`src/rtl/fpu_rf_pkg.sv`:
```
// Shared defaults and FSM state type for the FPU register-file read controller.
package fpu_rf_pkg;

  localparam int ADDR_W_DEF = 9;
  localparam int DATA_W_DEF = 36;

  typedef enum logic [2:0] {
    S_IDLE,
    S_READ,
    S_SPLIT,
    S_READ2,
    S_HOLD
  } state_e;

endpackage

```
`src/rtl/fpu_rf_bypass_cmp.sv`:
```
// Per-operand writeback address match and operand source select.
// The priority order is: same-cycle writeback, then the stored issue-cycle forward, then RAM data.
module fpu_rf_bypass_cmp #(
  parameter int ADDR_W = 9,
  parameter int DATA_W = 36
) (
  input  logic              fwd_en,
  input  logic              wb_valid,
  input  logic [ADDR_W-1:0] wb_addr,
  input  logic [DATA_W-1:0] wb_data,
  input  logic [ADDR_W-1:0] addr,
  input  logic              fwd_vld,
  input  logic [DATA_W-1:0] fwd_data,
  input  logic [DATA_W-1:0] ram_data,
  output logic              hit,
  output logic [DATA_W-1:0] data
);

  always_comb begin
    hit  = wb_valid && (wb_addr == addr);
    data = ram_data;
    if (fwd_en && hit)
      data = wb_data;
    else if (fwd_en && fwd_vld)
      data = fwd_data;
  end

endmodule

```
`src/rtl/fpu_rf_ctrl.sv`:
```
// Operand-fetch controller sharing a dual-port register file with the writeback path.
// Define FPU_RF_BYPASS_EN to forward colliding writebacks instead of stalling the request.
module fpu_rf_ctrl
  import fpu_rf_pkg::*;
#(
  parameter int ADDR_W = ADDR_W_DEF,
  parameter int DATA_W = DATA_W_DEF
) (
  input  logic              clk,
  input  logic              rst,
  input  logic              req_valid,
  output logic              req_ready,
  input  logic [ADDR_W-1:0] req_rs1,
  input  logic [ADDR_W-1:0] req_rs2,
  input  logic              wb_valid,
  input  logic [ADDR_W-1:0] wb_addr,
  input  logic [DATA_W-1:0] wb_data,
  output logic              op_valid,
  input  logic              op_ready,
  output logic [DATA_W-1:0] op_a,
  output logic [DATA_W-1:0] op_b,
  output logic              rf_we_a,
  output logic [ADDR_W-1:0] rf_addr_a,
  output logic [DATA_W-1:0] rf_din_a,
  input  logic [DATA_W-1:0] rf_dout_a,
  output logic              rf_we_b,
  output logic [ADDR_W-1:0] rf_addr_b,
  output logic [DATA_W-1:0] rf_din_b,
  input  logic [DATA_W-1:0] rf_dout_b
);

`ifdef FPU_RF_BYPASS_EN
  localparam logic BYP = 1'b1;
`else
  localparam logic BYP = 1'b0;
`endif

  state_e            state_q, state_d;
  logic [ADDR_W-1:0] rs1_q, rs1_d, rs2_q, rs2_d;
  logic [DATA_W-1:0] op_a_q, op_a_d, op_b_q, op_b_d;
  logic              op_valid_q, op_valid_d;
  logic              fwd_a_vld_q, fwd_a_vld_d, fwd_b_vld_q, fwd_b_vld_d;
  logic [DATA_W-1:0] fwd_a_q, fwd_a_d, fwd_b_q, fwd_b_d;

  logic              idle, accept, hit_a, hit_b;
  logic [ADDR_W-1:0] cmp_addr_a, cmp_addr_b;
  logic [DATA_W-1:0] data_a, data_b, ram_b;

  assign idle       = (state_q == S_IDLE);
  assign cmp_addr_a = idle ? req_rs1 : rs1_q;
  assign cmp_addr_b = idle ? req_rs2 : rs2_q;
  // op_b comes from port A only on the READ path; the SPLIT path reads it on port B
  assign ram_b      = (state_q == S_READ) ? rf_dout_a : rf_dout_b;

  fpu_rf_bypass_cmp #(.ADDR_W(ADDR_W), .DATA_W(DATA_W)) u_cmp_a (
    .fwd_en(BYP), .wb_valid(wb_valid), .wb_addr(wb_addr), .wb_data(wb_data),
    .addr(cmp_addr_a), .fwd_vld(fwd_a_vld_q), .fwd_data(fwd_a_q),
    .ram_data(rf_dout_b), .hit(hit_a), .data(data_a)
  );

  fpu_rf_bypass_cmp #(.ADDR_W(ADDR_W), .DATA_W(DATA_W)) u_cmp_b (
    .fwd_en(BYP), .wb_valid(wb_valid), .wb_addr(wb_addr), .wb_data(wb_data),
    .addr(cmp_addr_b), .fwd_vld(fwd_b_vld_q), .fwd_data(fwd_b_q),
    .ram_data(ram_b), .hit(hit_b), .data(data_b)
  );

  // Without forwarding a colliding writeback must land before the read is issued
  assign req_ready = !rst && idle && !(!BYP && (hit_a || hit_b));
  assign accept    = req_valid && req_ready;

  assign rf_we_a   = wb_valid && !rst;
  assign rf_addr_a = wb_valid ? wb_addr : (idle ? req_rs2 : rs2_q);
  assign rf_din_a  = wb_data;
  assign rf_we_b   = 1'b0;
  assign rf_din_b  = '0;
  assign rf_addr_b = (state_q == S_SPLIT) ? rs2_q : (idle ? req_rs1 : rs1_q);

  assign op_valid  = op_valid_q;
  assign op_a      = op_a_q;
  assign op_b      = op_b_q;

  always_comb begin
    state_d     = state_q;
    rs1_d       = rs1_q;
    rs2_d       = rs2_q;
    op_a_d      = op_a_q;
    op_b_d      = op_b_q;
    op_valid_d  = op_valid_q;
    fwd_a_vld_d = fwd_a_vld_q;
    fwd_a_d     = fwd_a_q;
    fwd_b_vld_d = fwd_b_vld_q;
    fwd_b_d     = fwd_b_q;
    case (state_q)
      S_IDLE: begin
        if (accept) begin
          rs1_d       = req_rs1;
          rs2_d       = req_rs2;
          fwd_a_vld_d = hit_a;
          fwd_a_d     = wb_data;
          fwd_b_vld_d = 1'b0;
          state_d     = wb_valid ? S_SPLIT : S_READ;
        end
      end
      S_READ: begin
        op_a_d     = data_a;
        op_b_d     = data_b;
        op_valid_d = 1'b1;
        state_d    = S_HOLD;
      end
      S_SPLIT: begin
        op_a_d      = data_a;
        fwd_b_vld_d = hit_b;
        fwd_b_d     = wb_data;
        state_d     = S_READ2;
      end
      S_READ2: begin
        op_b_d     = data_b;
        op_valid_d = 1'b1;
        state_d    = S_HOLD;
      end
      S_HOLD: begin
        if (op_ready) begin
          op_valid_d = 1'b0;
          state_d    = S_IDLE;
        end
      end
      default: state_d = S_IDLE;
    endcase
  end

  always_ff @(posedge clk or posedge rst) begin
    if (rst) begin
      state_q     <= S_IDLE;
      rs1_q       <= '0;
      rs2_q       <= '0;
      op_a_q      <= '0;
      op_b_q      <= '0;
      op_valid_q  <= 1'b0;
      fwd_a_vld_q <= 1'b0;
      fwd_a_q     <= '0;
      fwd_b_vld_q <= 1'b0;
      fwd_b_q     <= '0;
    end else begin
      state_q     <= state_d;
      rs1_q       <= rs1_d;
      rs2_q       <= rs2_d;
      op_a_q      <= op_a_d;
      op_b_q      <= op_b_d;
      op_valid_q  <= op_valid_d;
      fwd_a_vld_q <= fwd_a_vld_d;
      fwd_a_q     <= fwd_a_d;
      fwd_b_vld_q <= fwd_b_vld_d;
      fwd_b_q     <= fwd_b_d;
    end
  end

endmodule

```
`config.mk`:
```
export PLATFORM = sky130hd
export DESIGN_NAME = fpu_rf_ctrl
export DESIGN_NICKNAME = d
export VERILOG_FILES = /design/src/rtl/fpu_rf_pkg.sv /design/src/rtl/fpu_rf_bypass_cmp.sv /design/src/rtl/fpu_rf_ctrl.sv
export SDC_FILE = /design/constraint.sdc
export NUM_CORES = 1
export LEC_CHECK = 0
export CAP_MARGIN = 20
export CORE_MARGIN = 10
export CORE_UTILIZATION = 42
export CTS_CLUSTER_SIZE = 25
export DETAILED_ROUTE_END_ITERATION = 16
export PLACE_DENSITY_LB_ADDON = 0.12
export SLEW_MARGIN = 10
export SYNTH_ARGS = -nofsm -noshare
export SYNTH_HDL_FRONTEND = slang
export SYNTH_SLANG_ARGS = --single-unit
```
`constraint.sdc`:
```
create_clock -name clk -period 9.75 [get_ports clk]
set_input_delay 1.95 -clock clk [delete_from_list [all_inputs] [get_ports clk]]
set_output_delay 1.95 -clock clk [all_outputs]
set_load 0.02 [all_outputs]
```
Word level (Yosys, flattened, before mapping)
Index checks and enable logic that the tools add are counted.

Flip-flop bits (word level): 94. Input port bits: 140. Output and inout port bits: 166.

Eq/ne operators: 8. Mux-type cells: 11. Reductions and logical operators: 16.

Operator list (number): 2-to-1 mux 36 bit (1); 2-to-1 mux 9 bit (4); == test 9 bit (2); case mux 3 bit (4 select lines) (1); == test 3 x 2 -> 1 bit, second input constant (2); logical AND 1 bit (6); 2-to-1 mux 3 bit (2); AND reduction 2 bit (3); OR reduction 2 bit (2); == test 3 x 1 -> 1 bit, second input constant (1); == test 3 bit, second input constant (1); logical NOT 3 bit (1); logical NOT 1 bit (2); 2-to-1 mux 2 bit (1); != test 2 x 1 -> 1 bit, second input constant (1); != test 2 bit, second input constant (1); case mux 1 bit (2 select lines) (1); nonzero test 2 bit (1); logical OR 1 bit (1); 2-to-1 mux 1 bit (1).

Longest topological paths before layout
Word-level depth: 10. Depth in mapped cells: 11.

Cells and area by module
A second synthesis with hierarchy kept.

Cells, all modules: 1001. Area total of the unflattened synthesis: 10990.5 um^2.

By module, submodules not included: fpu_rf_ctrl (instances 1, cells each 625, area an instance 7995.2 um^2, seq. area each 4204.0 um^2); fpu_rf_bypass_cmp (instances 2, cells each 188, area an instance 1497.7 um^2, seq. area each 0.0 um^2).

Worst setup path after synthesis
No wires, ideal clock.

Path type: in2reg. From: input rst. To: register rs2_q[0]. Setup time: 0.125 ns. Arrival: 5.095 ns. Data required time: 9.625 ns. Path slack: 4.530 ns. Cell stages on the path: 6. Cell sequence: inv_1 nand3_1 or2_1 buf_6 buf_12 mux2_4.

Longest elaborated chain between the ends: 5.

Ends and longest elaborated chain: from (decl) (line fpu_rf_ctrl.sv:10) `input logic rst,`; logical NOT 1 bit (no source line); logical AND 1 bit (2 in a row) (line fpu_rf_ctrl.sv:68) `assign req_ready = !rst && idle && !(!BYP && (hit_a || hit_b));`; logical AND 1 bit (line fpu_rf_ctrl.sv:69) `assign accept = req_valid && req_ready;`; AND reduction 2 bit (no source line); to (signal assigned) (line fpu_rf_ctrl.sv:146) `rs2_q <= rs2_d;`; to (decl) (line fpu_rf_ctrl.sv:39) `logic [ADDR_W-1:0] rs1_q, rs1_d, rs2_q, rs2_d;`.

Every way passes these cells. A chain may end at the register's enable or synchronous reset.

Worst setup path in the final report
From: input wb_addr[1]. To: output req_ready.

Longest elaborated chain between the ends: 5.

Ends and longest elaborated chain: from (decl) (line fpu_rf_ctrl.sv:16) `input logic [ADDR_W-1:0] wb_addr,`; == test 9 bit (line fpu_rf_bypass_cmp.sv:20) `hit = wb_valid && (wb_addr == addr);`; logical AND 1 bit (line fpu_rf_bypass_cmp.sv:20); logical OR 1 bit * (line fpu_rf_ctrl.sv:68); logical NOT 1 bit * (line fpu_rf_ctrl.sv:68); logical AND 1 bit * (line fpu_rf_ctrl.sv:68); to (decl) (line fpu_rf_ctrl.sv:12) `output logic req_ready,`.

Mark *: on every way between the ends. The rest lies on a longest branch, timed or not.

==> flow_summary.yaml <==
synthesis:
  synth-main-ff-cell: "dfrtp_1"
  yosysTopAreaCellShare_pct: 44.51
  synth_area_leader_cell: "dfrtp_1"
  synthTopCellsByArea: "dfrtp_1 45%, mux2i_1 11%, buf_4 10%"
  yosysMostFrequentCell: "dfrtp_1"
  syn_area_per_cell_um2: 10.72
  synth_edf_count: 0
  ys_warn_count: 0
  syn_area_um2: 5285
  syn_inst: 493
  ys_seq_area_share_pct: 44.51
  synth-seq-cells: 94
  synth_common_cells: "94 x dfrtp_1, 73 x buf_4, 59 x mux2i_1"
  async_reset_ff_share_pct: 100.0
  synth.distinct_cells: 38
final_layout:
  drive_above_1_share_pct: 12.44
  syn_to_final_growth_pct: 37.86
  fin_util_pct: 59.91
  regArea_um2: 2354
  n_antenna_cell: 0
  fillCellCount: 1066
  multiInputGateArea_um2: 2336
  finish.net_count: 779
timing:
  drv_slew: 0
  setup_viol_count_final: 0
  finClkSkew_ps: 10.43
  max_slew_margin_pct: 35.53
  min_period_ps: 6072
  hold_violations: 0
  rsz0062_at_grt: "no"
  fin_crit_sh_pct: 62.28
  worst_slew_pin_slew_ps: 967.0
  fmax_mhz: 164.7
  finalSetupTns_ps: 0
pwr:
  switchingPower_mw: 0.9906
  seq_power_share_pct: 28.6
  power_frac_comb_pct: 55.6
  p_per_area_nw_per_um2: 346.4
  swShare_pct: 39.25
  ir_drop_mv: 0.1762
  p_int_mw: 1.533
  p_leak_nw: 3.066
  power.share.clock_pct: 15.8
global_route:
  antenna_found_initial: 0
  grt_overflow: 0
  grt_usage_pct: 17.74
  grt_pass1_vias: 4281
  grt_pass1_wl_mm: 24.80
  grt_start_max_net_pins: 77
drt:
  drtAntennaViolNets: 0
  via_count: 3976
  drc: 0
  via_per_inst: 4.903
  wire_per_inst_um: 19.64
  first_iter_violations: 220
  routed_wl_mm: 15.93
  first_pass_iters: 4
clock_network:
  worstSkewPairLatency_ps: 340
  cts.sinks: 94
  clockBufferDepth: 2
  htree_levels: 3
  cts_setup_buffers: 0
  cts_buffers: 9
  cts.hold.buffers_added: 0
  ctsResizeCount: 0
  root_buffer: "clkbuf_16"
  cts.clk_slew.worst_paths_ps: 60
  cts_tree: "done"
setup_path:
  worst_setup_path_start_kind: "input port"
  cp-end-kind: "output pin"
  crit_chain: "clkdlybuf4s50_1 -> xnor2_1 -> o2111ai_1 -> a2111oi_2 -> o21ai_1 -> o22ai_2 -> nor3_1 -> clkdlybuf4s50_1"
  slowest_stage: "clkdlybuf4s50_1"
  r2r_setup_slack_ps: 6280
  startpoint: "wb_addr[1]"
  critPathMostFrequentCell: "clkdlybuf4s50_1"
  crit_type: "input port to output pin"
  critPathRequiredTime_ps: 7800
  slowest_delay_ps: 610
  r2r_start: "state_q[1]"
  worst-endpoint-arrival_ps: 4120
  crit_fanout: 5
placement:
  hpwl_mm: 12.28
  place_congestion: 0.8827
  port-buffer-count: 196
die:
  dieArea_um2: 17470
  io-pin-count: 306
  die_h_um: 132.2
  row_count: 40
  initial_core_util_pct: 43.46
  core_um2: 12160
  die_x_um: 132.2
run:
  maxCapViolations: 0
hold_path:
  hp-start: "op_b[11]"
  worst_hold_path_type: "flop to flop"
status:
  outcome: "complete, no violations"
## cells by family after synthesis
kind of cell	count (synthesis)	share of synthesized area [%]
xor+xnor	20	3.314
compound gates	78	8.688
buf+inv	112	14.04
simple gates	76	6.345
other cells	1	0.07095
flops	94	44.51
mux	112	23.04
## final timing paths
path | endpoint | cells past startpoint
max | req_ready | 8
min | op_b[11] | 2
max reg2reg | rs1_q[8] | 8
min reg2reg | op_b[11] | 2
max in group asynchronous | rs1_q[2] | 3
min in group asynchronous | state_q[2] | 2
## flip-flops by register name (all words and copies together) (netlist names)
signal,count
op_a,36
rs1_q,9
op_valid,1
state_q,3
op_b,36
rs2_q,9
## placed cells by master (no fill, tap or decap), drive strengths merged
cell type,n
nor2,8
nand2,52
conb,37
o211ai,2
o22ai,3
mux2i,59
o21ai,56
mux2,53
nand4,1
o221ai,3
clkbuf,11
a2111o,1
clkinv,2
nand2b,6
nor3,2
nor4,1
buf,4
nand3,3
o2111ai,5
o41ai,1
xor2,6
clkdlybuf4s50,196
inv,10
xnor2,14
or3,1
a2111oi,1
a21oi,5
bufinv,3
or2,2
dfrtp,94
a2bb2oi,1
## cell type report
class                   count  share of cell area (%)
clock buffers              11                   3.332
flip-flops and latches     94                   32.30
multi-input cells         323                   32.06
repair buffers            200                   27.51
inverters                  11                  0.6011
clock inverters             4                   1.305
well taps                 168                   2.885
## metal layers
metal	global-route usage, %	share of wire, %	up-vias
li1	-	-	1867
met1	18.95	39	1900
met2	28.94	46	190
met3	10.18	13	19
met4	5.746	1.4	0
met5	0	0	-
## power groups by stage
| stage | combinational [mW] | sequential [mW] | clock (mW) |
|---|---|---|---|
| after CTS | 1.42 | 0.725 | 0.411 |
| after floorplan | 0.678 | 0.890 | 0 |
| after global placement | 1.40 | 0.717 | 0 |
| after global routing | 1.51 | 0.752 | 0.427 |
| final | 1.40 | 0.722 | 0.399 |
| after detailed placement | 1.42 | 0.727 | 0 |
## through the flow
stage | setup WS, ps | total power, mW | area, um^2 | hold slack (ps) | std cells
after floorplan | 4530 | 1.567 | 5420 | 501.6 | 529
after CTS | 3678 | 2.560 | 7286 | 482.8 | 811
after detailed placement | 3683 | 2.147 | 6948 | 469.0 | 796
final | 3678 | 2.524 | 7286 | 475.9 | 811
after global routing | 3500 | 2.686 | 7286 | 502.3 | 811
after global placement | 3696 | 2.120 | 6928 | 462.6 | 795
## critical path, delay by kind of cell
family / cells / cell delay (ps)
xor+xnor: 1 / 160
compound gates: 4 / 790
simple gates: 1 / 60
buf+inv: 2 / 1160
Power figures use the tool's default switching activity.
